`src/rtl/zbt_arbiter_if.sv`:
```
// Bus bundle between the ZBT arbiter, its three requesters and the ZBT SRAM.
// The arbiter connects through the slave modport; the requester/memory side
// (or a bench standing in for it) uses the master modport.
interface zbt_arbiter_if;
  logic        disp_req;
  logic [18:0] disp_addr;
  logic        disp_ack;
  logic        disp_valid;
  logic [35:0] disp_data;

  logic        cap_req;
  logic [18:0] cap_addr;
  logic [35:0] cap_data;
  logic        cap_ack;

  logic        proc_req;
  logic        proc_we;
  logic [18:0] proc_addr;
  logic [35:0] proc_wdata;
  logic        proc_ack;
  logic        proc_valid;
  logic [35:0] proc_rdata;

  logic        mem_wr;
  logic [18:0] mem_addr;
  logic [35:0] mem_write;
  logic [35:0] mem_read;

  modport slave (
    input  disp_req, disp_addr,
    input  cap_req, cap_addr, cap_data,
    input  proc_req, proc_we, proc_addr, proc_wdata,
    input  mem_read,
    output disp_ack, disp_valid, disp_data,
    output cap_ack,
    output proc_ack, proc_valid, proc_rdata,
    output mem_wr, mem_addr, mem_write
  );

  modport master (
    output disp_req, disp_addr,
    output cap_req, cap_addr, cap_data,
    output proc_req, proc_we, proc_addr, proc_wdata,
    output mem_read,
    input  disp_ack, disp_valid, disp_data,
    input  cap_ack,
    input  proc_ack, proc_valid, proc_rdata,
    input  mem_wr, mem_addr, mem_write
  );
endinterface

```
`src/rtl/zbt_arbiter.sv`:
```
// Three-way arbiter (display read, capture write, processor read/write) in
// front of a single ZBT SRAM port. Fixed priority disp > cap > proc, with a
// wait counter that forces a processor grant once it has waited STARVE_LIMIT
// cycles. Granted requests reach the SRAM one cycle later; read data returns
// three cycles after the grant and is steered by a 3-deep owner tag pipeline.
module zbt_arbiter #(
  parameter int STARVE_LIMIT = 8
) (
  input  logic          clock,
  input  logic          reset,
  zbt_arbiter_if.slave  bus
);

  localparam logic [3:0] LIMIT = 4'(STARVE_LIMIT);

  typedef enum logic [1:0] {
    OWN_NONE = 2'd0,
    OWN_DISP = 2'd1,
    OWN_PROC = 2'd2
  } owner_e;

  logic        grant_disp_s;
  logic        grant_cap_s;
  logic        grant_proc_s;
  logic        starve_s;

  logic [3:0]  wait_q, wait_d;
  owner_e      tag1_q, tag1_d;
  owner_e      tag2_q;
  owner_e      tag3_q;
  logic        mem_wr_q, mem_wr_d;
  logic [18:0] mem_addr_q, mem_addr_d;
  logic [35:0] mem_write_q, mem_write_d;
  logic [35:0] disp_data_q, disp_data_d;
  logic [35:0] proc_rdata_q, proc_rdata_d;

  // Pick at most one winner this cycle; a starved processor overrides priority.
  always_comb begin
    grant_disp_s = 1'b0;
    grant_cap_s  = 1'b0;
    grant_proc_s = 1'b0;
    starve_s     = bus.proc_req && (wait_q == LIMIT);
    if (reset) begin
      grant_proc_s = 1'b0;
    end else if (starve_s) begin
      grant_proc_s = 1'b1;
    end else if (bus.disp_req) begin
      grant_disp_s = 1'b1;
    end else if (bus.cap_req) begin
      grant_cap_s = 1'b1;
    end else if (bus.proc_req) begin
      grant_proc_s = 1'b1;
    end else begin
      grant_proc_s = 1'b0;
    end
  end

  // Next-state: wait counter, SRAM command for the winner, read tag, data holds.
  always_comb begin
    wait_d       = wait_q;
    mem_wr_d     = 1'b0;
    mem_addr_d   = mem_addr_q;
    mem_write_d  = mem_write_q;
    tag1_d       = OWN_NONE;
    disp_data_d  = disp_data_q;
    proc_rdata_d = proc_rdata_q;

    if (!bus.proc_req || grant_proc_s) begin
      wait_d = 4'd0;
    end else if (wait_q < LIMIT) begin
      wait_d = wait_q + 4'd1;
    end else begin
      wait_d = wait_q;
    end

    if (grant_disp_s) begin
      mem_addr_d = bus.disp_addr;
      tag1_d     = OWN_DISP;
    end else if (grant_cap_s) begin
      mem_addr_d  = bus.cap_addr;
      mem_wr_d    = 1'b1;
      mem_write_d = bus.cap_data;
    end else if (grant_proc_s) begin
      mem_addr_d  = bus.proc_addr;
      mem_wr_d    = bus.proc_we;
      mem_write_d = bus.proc_wdata;
      tag1_d      = bus.proc_we ? OWN_NONE : OWN_PROC;
    end else begin
      mem_wr_d = 1'b0;
    end

    // Capture returning data so the output holds it once the strobe drops.
    if (tag3_q == OWN_DISP) begin
      disp_data_d = bus.mem_read;
    end else if (tag3_q == OWN_PROC) begin
      proc_rdata_d = bus.mem_read;
    end else begin
      disp_data_d = disp_data_q;
    end
  end

  // State registers with synchronous reset; reset also discards in-flight reads.
  always_ff @(posedge clock) begin
    if (reset) begin
      wait_q       <= 4'd0;
      tag1_q       <= OWN_NONE;
      tag2_q       <= OWN_NONE;
      tag3_q       <= OWN_NONE;
      mem_wr_q     <= 1'b0;
      mem_addr_q   <= 19'd0;
      mem_write_q  <= 36'd0;
      disp_data_q  <= 36'd0;
      proc_rdata_q <= 36'd0;
    end else begin
      wait_q       <= wait_d;
      tag1_q       <= tag1_d;
      tag2_q       <= tag1_q;
      tag3_q       <= tag2_q;
      mem_wr_q     <= mem_wr_d;
      mem_addr_q   <= mem_addr_d;
      mem_write_q  <= mem_write_d;
      disp_data_q  <= disp_data_d;
      proc_rdata_q <= proc_rdata_d;
    end
  end

  // Outputs are forced to zero for the whole time reset is high, including
  // its first cycle, before the synchronous clear has taken effect.
  assign bus.disp_ack   = grant_disp_s;
  assign bus.cap_ack    = grant_cap_s;
  assign bus.proc_ack   = grant_proc_s;
  assign bus.mem_wr     = mem_wr_q & ~reset;
  assign bus.mem_addr   = reset ? 19'd0 : mem_addr_q;
  assign bus.mem_write  = reset ? 36'd0 : mem_write_q;
  assign bus.disp_valid = ~reset && (tag3_q == OWN_DISP);
  assign bus.proc_valid = ~reset && (tag3_q == OWN_PROC);
  assign bus.disp_data  = reset ? 36'd0 : (bus.disp_valid ? bus.mem_read : disp_data_q);
  assign bus.proc_rdata = reset ? 36'd0 : (bus.proc_valid ? bus.mem_read : proc_rdata_q);

endmodule

```
`src/flat_wrapper.sv`:
```
// flat-port wrapper written by rule: the top's interface ports become plain ports
module zbt_arbiter_flat 
#(
  parameter int STARVE_LIMIT = 8
)
  (clock, reset, bus_disp_req, bus_disp_addr, bus_cap_req, bus_cap_addr, bus_cap_data, bus_proc_req, bus_proc_we, bus_proc_addr, bus_proc_wdata, bus_mem_read, bus_disp_ack, bus_disp_valid, bus_disp_data, bus_cap_ack, bus_proc_ack, bus_proc_valid, bus_proc_rdata, bus_mem_wr, bus_mem_addr, bus_mem_write);
  zbt_arbiter_if bus_i ();
  input  logic clock;
  input  logic reset;
  input wire logic [$bits(bus_i.disp_req)-1:0] bus_disp_req;
  input wire logic [$bits(bus_i.disp_addr)-1:0] bus_disp_addr;
  input wire logic [$bits(bus_i.cap_req)-1:0] bus_cap_req;
  input wire logic [$bits(bus_i.cap_addr)-1:0] bus_cap_addr;
  input wire logic [$bits(bus_i.cap_data)-1:0] bus_cap_data;
  input wire logic [$bits(bus_i.proc_req)-1:0] bus_proc_req;
  input wire logic [$bits(bus_i.proc_we)-1:0] bus_proc_we;
  input wire logic [$bits(bus_i.proc_addr)-1:0] bus_proc_addr;
  input wire logic [$bits(bus_i.proc_wdata)-1:0] bus_proc_wdata;
  input wire logic [$bits(bus_i.mem_read)-1:0] bus_mem_read;
  output wire logic [$bits(bus_i.disp_ack)-1:0] bus_disp_ack;
  output wire logic [$bits(bus_i.disp_valid)-1:0] bus_disp_valid;
  output wire logic [$bits(bus_i.disp_data)-1:0] bus_disp_data;
  output wire logic [$bits(bus_i.cap_ack)-1:0] bus_cap_ack;
  output wire logic [$bits(bus_i.proc_ack)-1:0] bus_proc_ack;
  output wire logic [$bits(bus_i.proc_valid)-1:0] bus_proc_valid;
  output wire logic [$bits(bus_i.proc_rdata)-1:0] bus_proc_rdata;
  output wire logic [$bits(bus_i.mem_wr)-1:0] bus_mem_wr;
  output wire logic [$bits(bus_i.mem_addr)-1:0] bus_mem_addr;
  output wire logic [$bits(bus_i.mem_write)-1:0] bus_mem_write;
  assign bus_i.disp_req = bus_disp_req;
  assign bus_i.disp_addr = bus_disp_addr;
  assign bus_i.cap_req = bus_cap_req;
  assign bus_i.cap_addr = bus_cap_addr;
  assign bus_i.cap_data = bus_cap_data;
  assign bus_i.proc_req = bus_proc_req;
  assign bus_i.proc_we = bus_proc_we;
  assign bus_i.proc_addr = bus_proc_addr;
  assign bus_i.proc_wdata = bus_proc_wdata;
  assign bus_i.mem_read = bus_mem_read;
  assign bus_disp_ack = bus_i.disp_ack;
  assign bus_disp_valid = bus_i.disp_valid;
  assign bus_disp_data = bus_i.disp_data;
  assign bus_cap_ack = bus_i.cap_ack;
  assign bus_proc_ack = bus_i.proc_ack;
  assign bus_proc_valid = bus_i.proc_valid;
  assign bus_proc_rdata = bus_i.proc_rdata;
  assign bus_mem_wr = bus_i.mem_wr;
  assign bus_mem_addr = bus_i.mem_addr;
  assign bus_mem_write = bus_i.mem_write;
  zbt_arbiter #(.STARVE_LIMIT(STARVE_LIMIT)) u_core (.clock(clock), .reset(reset), .bus(bus_i));
endmodule
```
`config.mk`:
```
export PLATFORM = sky130hd
export DESIGN_NAME = zbt_arbiter_flat
export DESIGN_NICKNAME = d
export VERILOG_FILES = /design/src/rtl/zbt_arbiter_if.sv /design/src/rtl/zbt_arbiter.sv /design/src/flat_wrapper.sv
export SDC_FILE = /design/constraint.sdc
export NUM_CORES = 1
export LEC_CHECK = 0
export CAP_MARGIN = 5
export CORE_MARGIN = 2
export CORE_UTILIZATION = 46
export CTS_BUF_LIST = sky130_fd_sc_hd__clkbuf_8
export CTS_CLUSTER_SIZE = 40
export DETAILED_ROUTE_END_ITERATION = 8
export PLACE_DENSITY = 0.91
export RECOVER_POWER = 25
export SLEW_MARGIN = 20
export SYNTH_ARGS = -nofsm -noshare
export SYNTH_HDL_FRONTEND = slang
export SYNTH_SLANG_ARGS = --single-unit
```
`constraint.sdc`:
```
create_clock -name clock -period 3.81 [get_ports clock]
set_input_delay 0.762 -clock clock [delete_from_list [all_inputs] [get_ports clock]]
set_output_delay 0.762 -clock clock [all_outputs]
set_load 0.01 [all_outputs]
```
==> reports/summary.txt <==
drt wl/cell: 15.95 um
Final min period: 3385 ps
leakage power: 3.551 nW
number of top-level pins: 304
via count: 6761
Mapped Area: 0.006504 mm2
hold_buf cts: 0
sequential area share after synthesis: 0.4248
clk buf depth: 2
clock-pin slew on the worst setup and hold paths: 70 ps
post-DP HPWL: 14450 um
Antenna diodes: 0
DRT Pass-1 Iters: 5
DP Worst Slack: 439.3 ps
CTS tree: yes
worst hold path class: reg2reg
area of the core: 0.01383 mm2
post-CTS setup buffers: 0
max cap viols: 0
ys flop type: dfxtp_1
H-tree depth: 4
logic gate share of total power: 0.167
Nets: 1256
Synth Instances: 815
first-pass GRT wire length: 31560 um
Core Rows: 43
Final Max Slew Viols: 0
DRT antenna net count: 0
outcome: complete, no violations
dpl cell area: 0.009568 mm2
Seq cells post-synth: 138
total negative setup slack: 0 ps
P&R area growth vs syn: 53.73%
Switching Share: 0.2471
root buf cell: clkbuf_8
die area: 0.01511 mm2
number of port buffers: 303
setup violators final: 0
Max VDD drop: 0.1819 mV
Worst Reg-to-Reg Cells: 7
largest fanout on the critical path: 20
r2r setup slk: 1600 ps
worst hold path startpoint: u_core.tag2_q[1]
Clock power frac: 0.386
insertion delay to the later sink of the worst-skew pair: 440 ps
worst r2r dst: u_core.mem_addr_q[4]
number of DRC markers after the initial detailed-route iteration: 376
worst hold endpoint: u_core.tag3_q[1]
Min Hold Slack: 434.2 ps
DR DRC count: 0
initial antenna violation count: 0
DIE HEIGHT: 122.9 um
layout cells sized above 1: 0.1005
Least-Margin Pin Slew: 691.1 ps
Die X-Extent: 122.9 um
r2r startpoint: u_core.wait_q[0]
TritonCTS buffer count: 17
Final Hold Violating Endpoints: 0
fmax: 295.4 MHz
relative slew slack: 0.5377
Pint: 2.554 mW
# resized after CTS: 0
part of the power in registers: 0.448
initial core utilization: 0.4704
Final Instance Area: 0.009998 mm2
critical path endpoint category: output pin
Async S/R FF share, synth: 0
global route overflow: 0
Worst Path Required: 3050 ps
warnings from Yosys: 0
Unique masters post-synth: 38
Layout fillers: 1039
Final WS setup: 425.2 ps
Syn Nets: 988
Startpoint Class: input pin
Worst Hold Path Cells: 1
Arr. time, crit path: 2620 ps
RSZ-0062 raised after global routing: false
vias per cell: 5.303
largest net degree at the start of global routing: 91
EDFF count, synth: 0
Power per Cell Area: 339.3 mW/mm2
Clock Skew: 7.875 ps
Syn Area/Cell: 7.980 um2
final period utilization: 0.8884
DRT Wirelength: 20340 um
RePlAce Congestion: 0.8569
Net Switching: 0.8383 mW
vias in the first global route: 6596
Sink Count: 138
GR Util All Layers: 0.2681
critical path class: in2out
[metrics by stage]
| stage | power [mW] | utilization | cells |
|---|---|---|---|
| CTS | 3.424 | 0.7233 | 1275 |
| global placement | 2.103 | 0.6920 | 1244 |
| detailed placement | 2.115 | 0.6920 | 1244 |
| floorplan | 1.807 | - | 815 |
| finish | 3.392 | 0.7231 | 1275 |
| global route | 3.528 | 0.7231 | 1275 |
[routing by layer]
layer  routed length [um]  up-vias  GRT usage
met5                    0        -          0
met4                  648        0     0.1264
met3                 2023       43    0.09963
met2                 9882      282     0.4534
met1                 7785     3112     0.2980
li1                     -     3324          -
[critical path, cell delays in order]
cell             delay [ps]
clkdlybuf4s50_1         650
nand4b_4                400
nand2_4                 230
nor2_2                   70
clkdlybuf4s50_1         510
[cells in the mapped netlist (4+ instances only)]
| master | n | area, um2 |
|---|---|---|
| nand2_1 | 188 | 705.7 |
| mux2i_1 | 5 | 50.05 |
| a21oi_1 | 179 | 895.9 |
| inv_1 | 5 | 18.77 |
| nor2_1 | 47 | 176.4 |
| a211oi_2 | 35 | 437.9 |
| a31oi_1 | 4 | 25.02 |
| a32oi_1 | 4 | 35.03 |
| nor2b_1 | 59 | 369.1 |
| a221o_1 | 12 | 120.1 |
| buf_6 | 9 | 101.4 |
| nand3_1 | 12 | 60.06 |
| buf_1 | 9 | 33.78 |
| buf_2 | 9 | 45.04 |
| clkbuf_1 | 38 | 142.6 |
| a21oi_2 | 15 | 131.4 |
| dfxtp_1 | 138 | 2763 |
| buf_4 | 5 | 37.54 |
| o21ai_0 | 15 | 75.07 |
| o22ai_1 | 4 | 25.02 |
[power groups by stage]
stage          registers [mW]  clock network, mW  logic, mW
2_1_floorplan            1.54                  0      0.262
5_1_grt                  1.52               1.39      0.609
3_3_place_gp             1.55                  0      0.554
3_5_place_dp             1.55                  0      0.564
6_report                 1.52               1.31      0.566
4_1_cts                  1.52               1.34      0.567
[layout make-up]
class	count	area (um2)	share of cell area
clock buffer	19	261.5	0.02615
multi-input combinational	601	3359	0.3360
timing repair buffer	319	3194	0.3195
clock inverter	12	171.4	0.01714
sequential	138	2763	0.2763
inverter	6	23.77	0.002378
tap	180	225.2	0.02253
[state kept, by name, indices dropped and copies added (netlist names)]
| name | count |
|---|---|
| u_core.tag1_q | 2 |
| u_core.mem_write_q | 36 |
| u_core.proc_rdata_q | 36 |
| u_core.disp_data_q | 36 |
| u_core.wait_q | 4 |
| u_core.mem_wr_q | 1 |
| u_core.tag2_q | 2 |
| u_core.tag3_q | 2 |
| u_core.mem_addr_q | 19 |
[how the worst max path moves through the flow]
stage                               to  slack, ps             start
global placement          bus_disp_ack        490      bus_proc_req
global route        bus_proc_rdata[25]        260  u_core.tag3_q[1]
floorplan             bus_disp_data[0]       1270             reset
finish                    bus_disp_ack        430      bus_proc_req
detailed placement        bus_disp_ack        440      bus_proc_req
CTS                       bus_disp_ack        430      bus_proc_req
[cells in the final DEF (no fill, tap or decap), types with 2 or more instances in the layout]
| cell | n |
|---|---|
| nor2b_1 | 58 |
| a21oi_2 | 15 |
| a32oi_1 | 4 |
| a211oi_2 | 35 |
| dfxtp_1 | 138 |
| inv_1 | 6 |
| nor2_1 | 47 |
| buf_4 | 13 |
| nand2b_1 | 2 |
| ha_1 | 2 |
| clkinv_2 | 4 |
| nor2_2 | 2 |
| buf_12 | 3 |
| clkinvlp_4 | 2 |
| bufinv_16 | 4 |
| nand2_4 | 2 |
| a21oi_1 | 179 |
| nor3b_4 | 2 |
| clkdlybuf4s50_1 | 302 |
| o22ai_1 | 4 |
| nand2_1 | 188 |
| a221o_1 | 12 |
| mux2i_1 | 5 |
| clkbuf_8 | 20 |
| a31oi_1 | 4 |
| o21ai_0 | 15 |
| nand3_1 | 12 |
[cells by family after synthesis]
kind of cell / share of synthesized area
buf+inv: 0.05906
fa+ha+maj: 0.003847
simple gates: 0.2251
flops: 0.4248
mux: 0.007696
xor+xnor: 0.002694
compound gates: 0.2768
(Power assumes the default switching activity.)
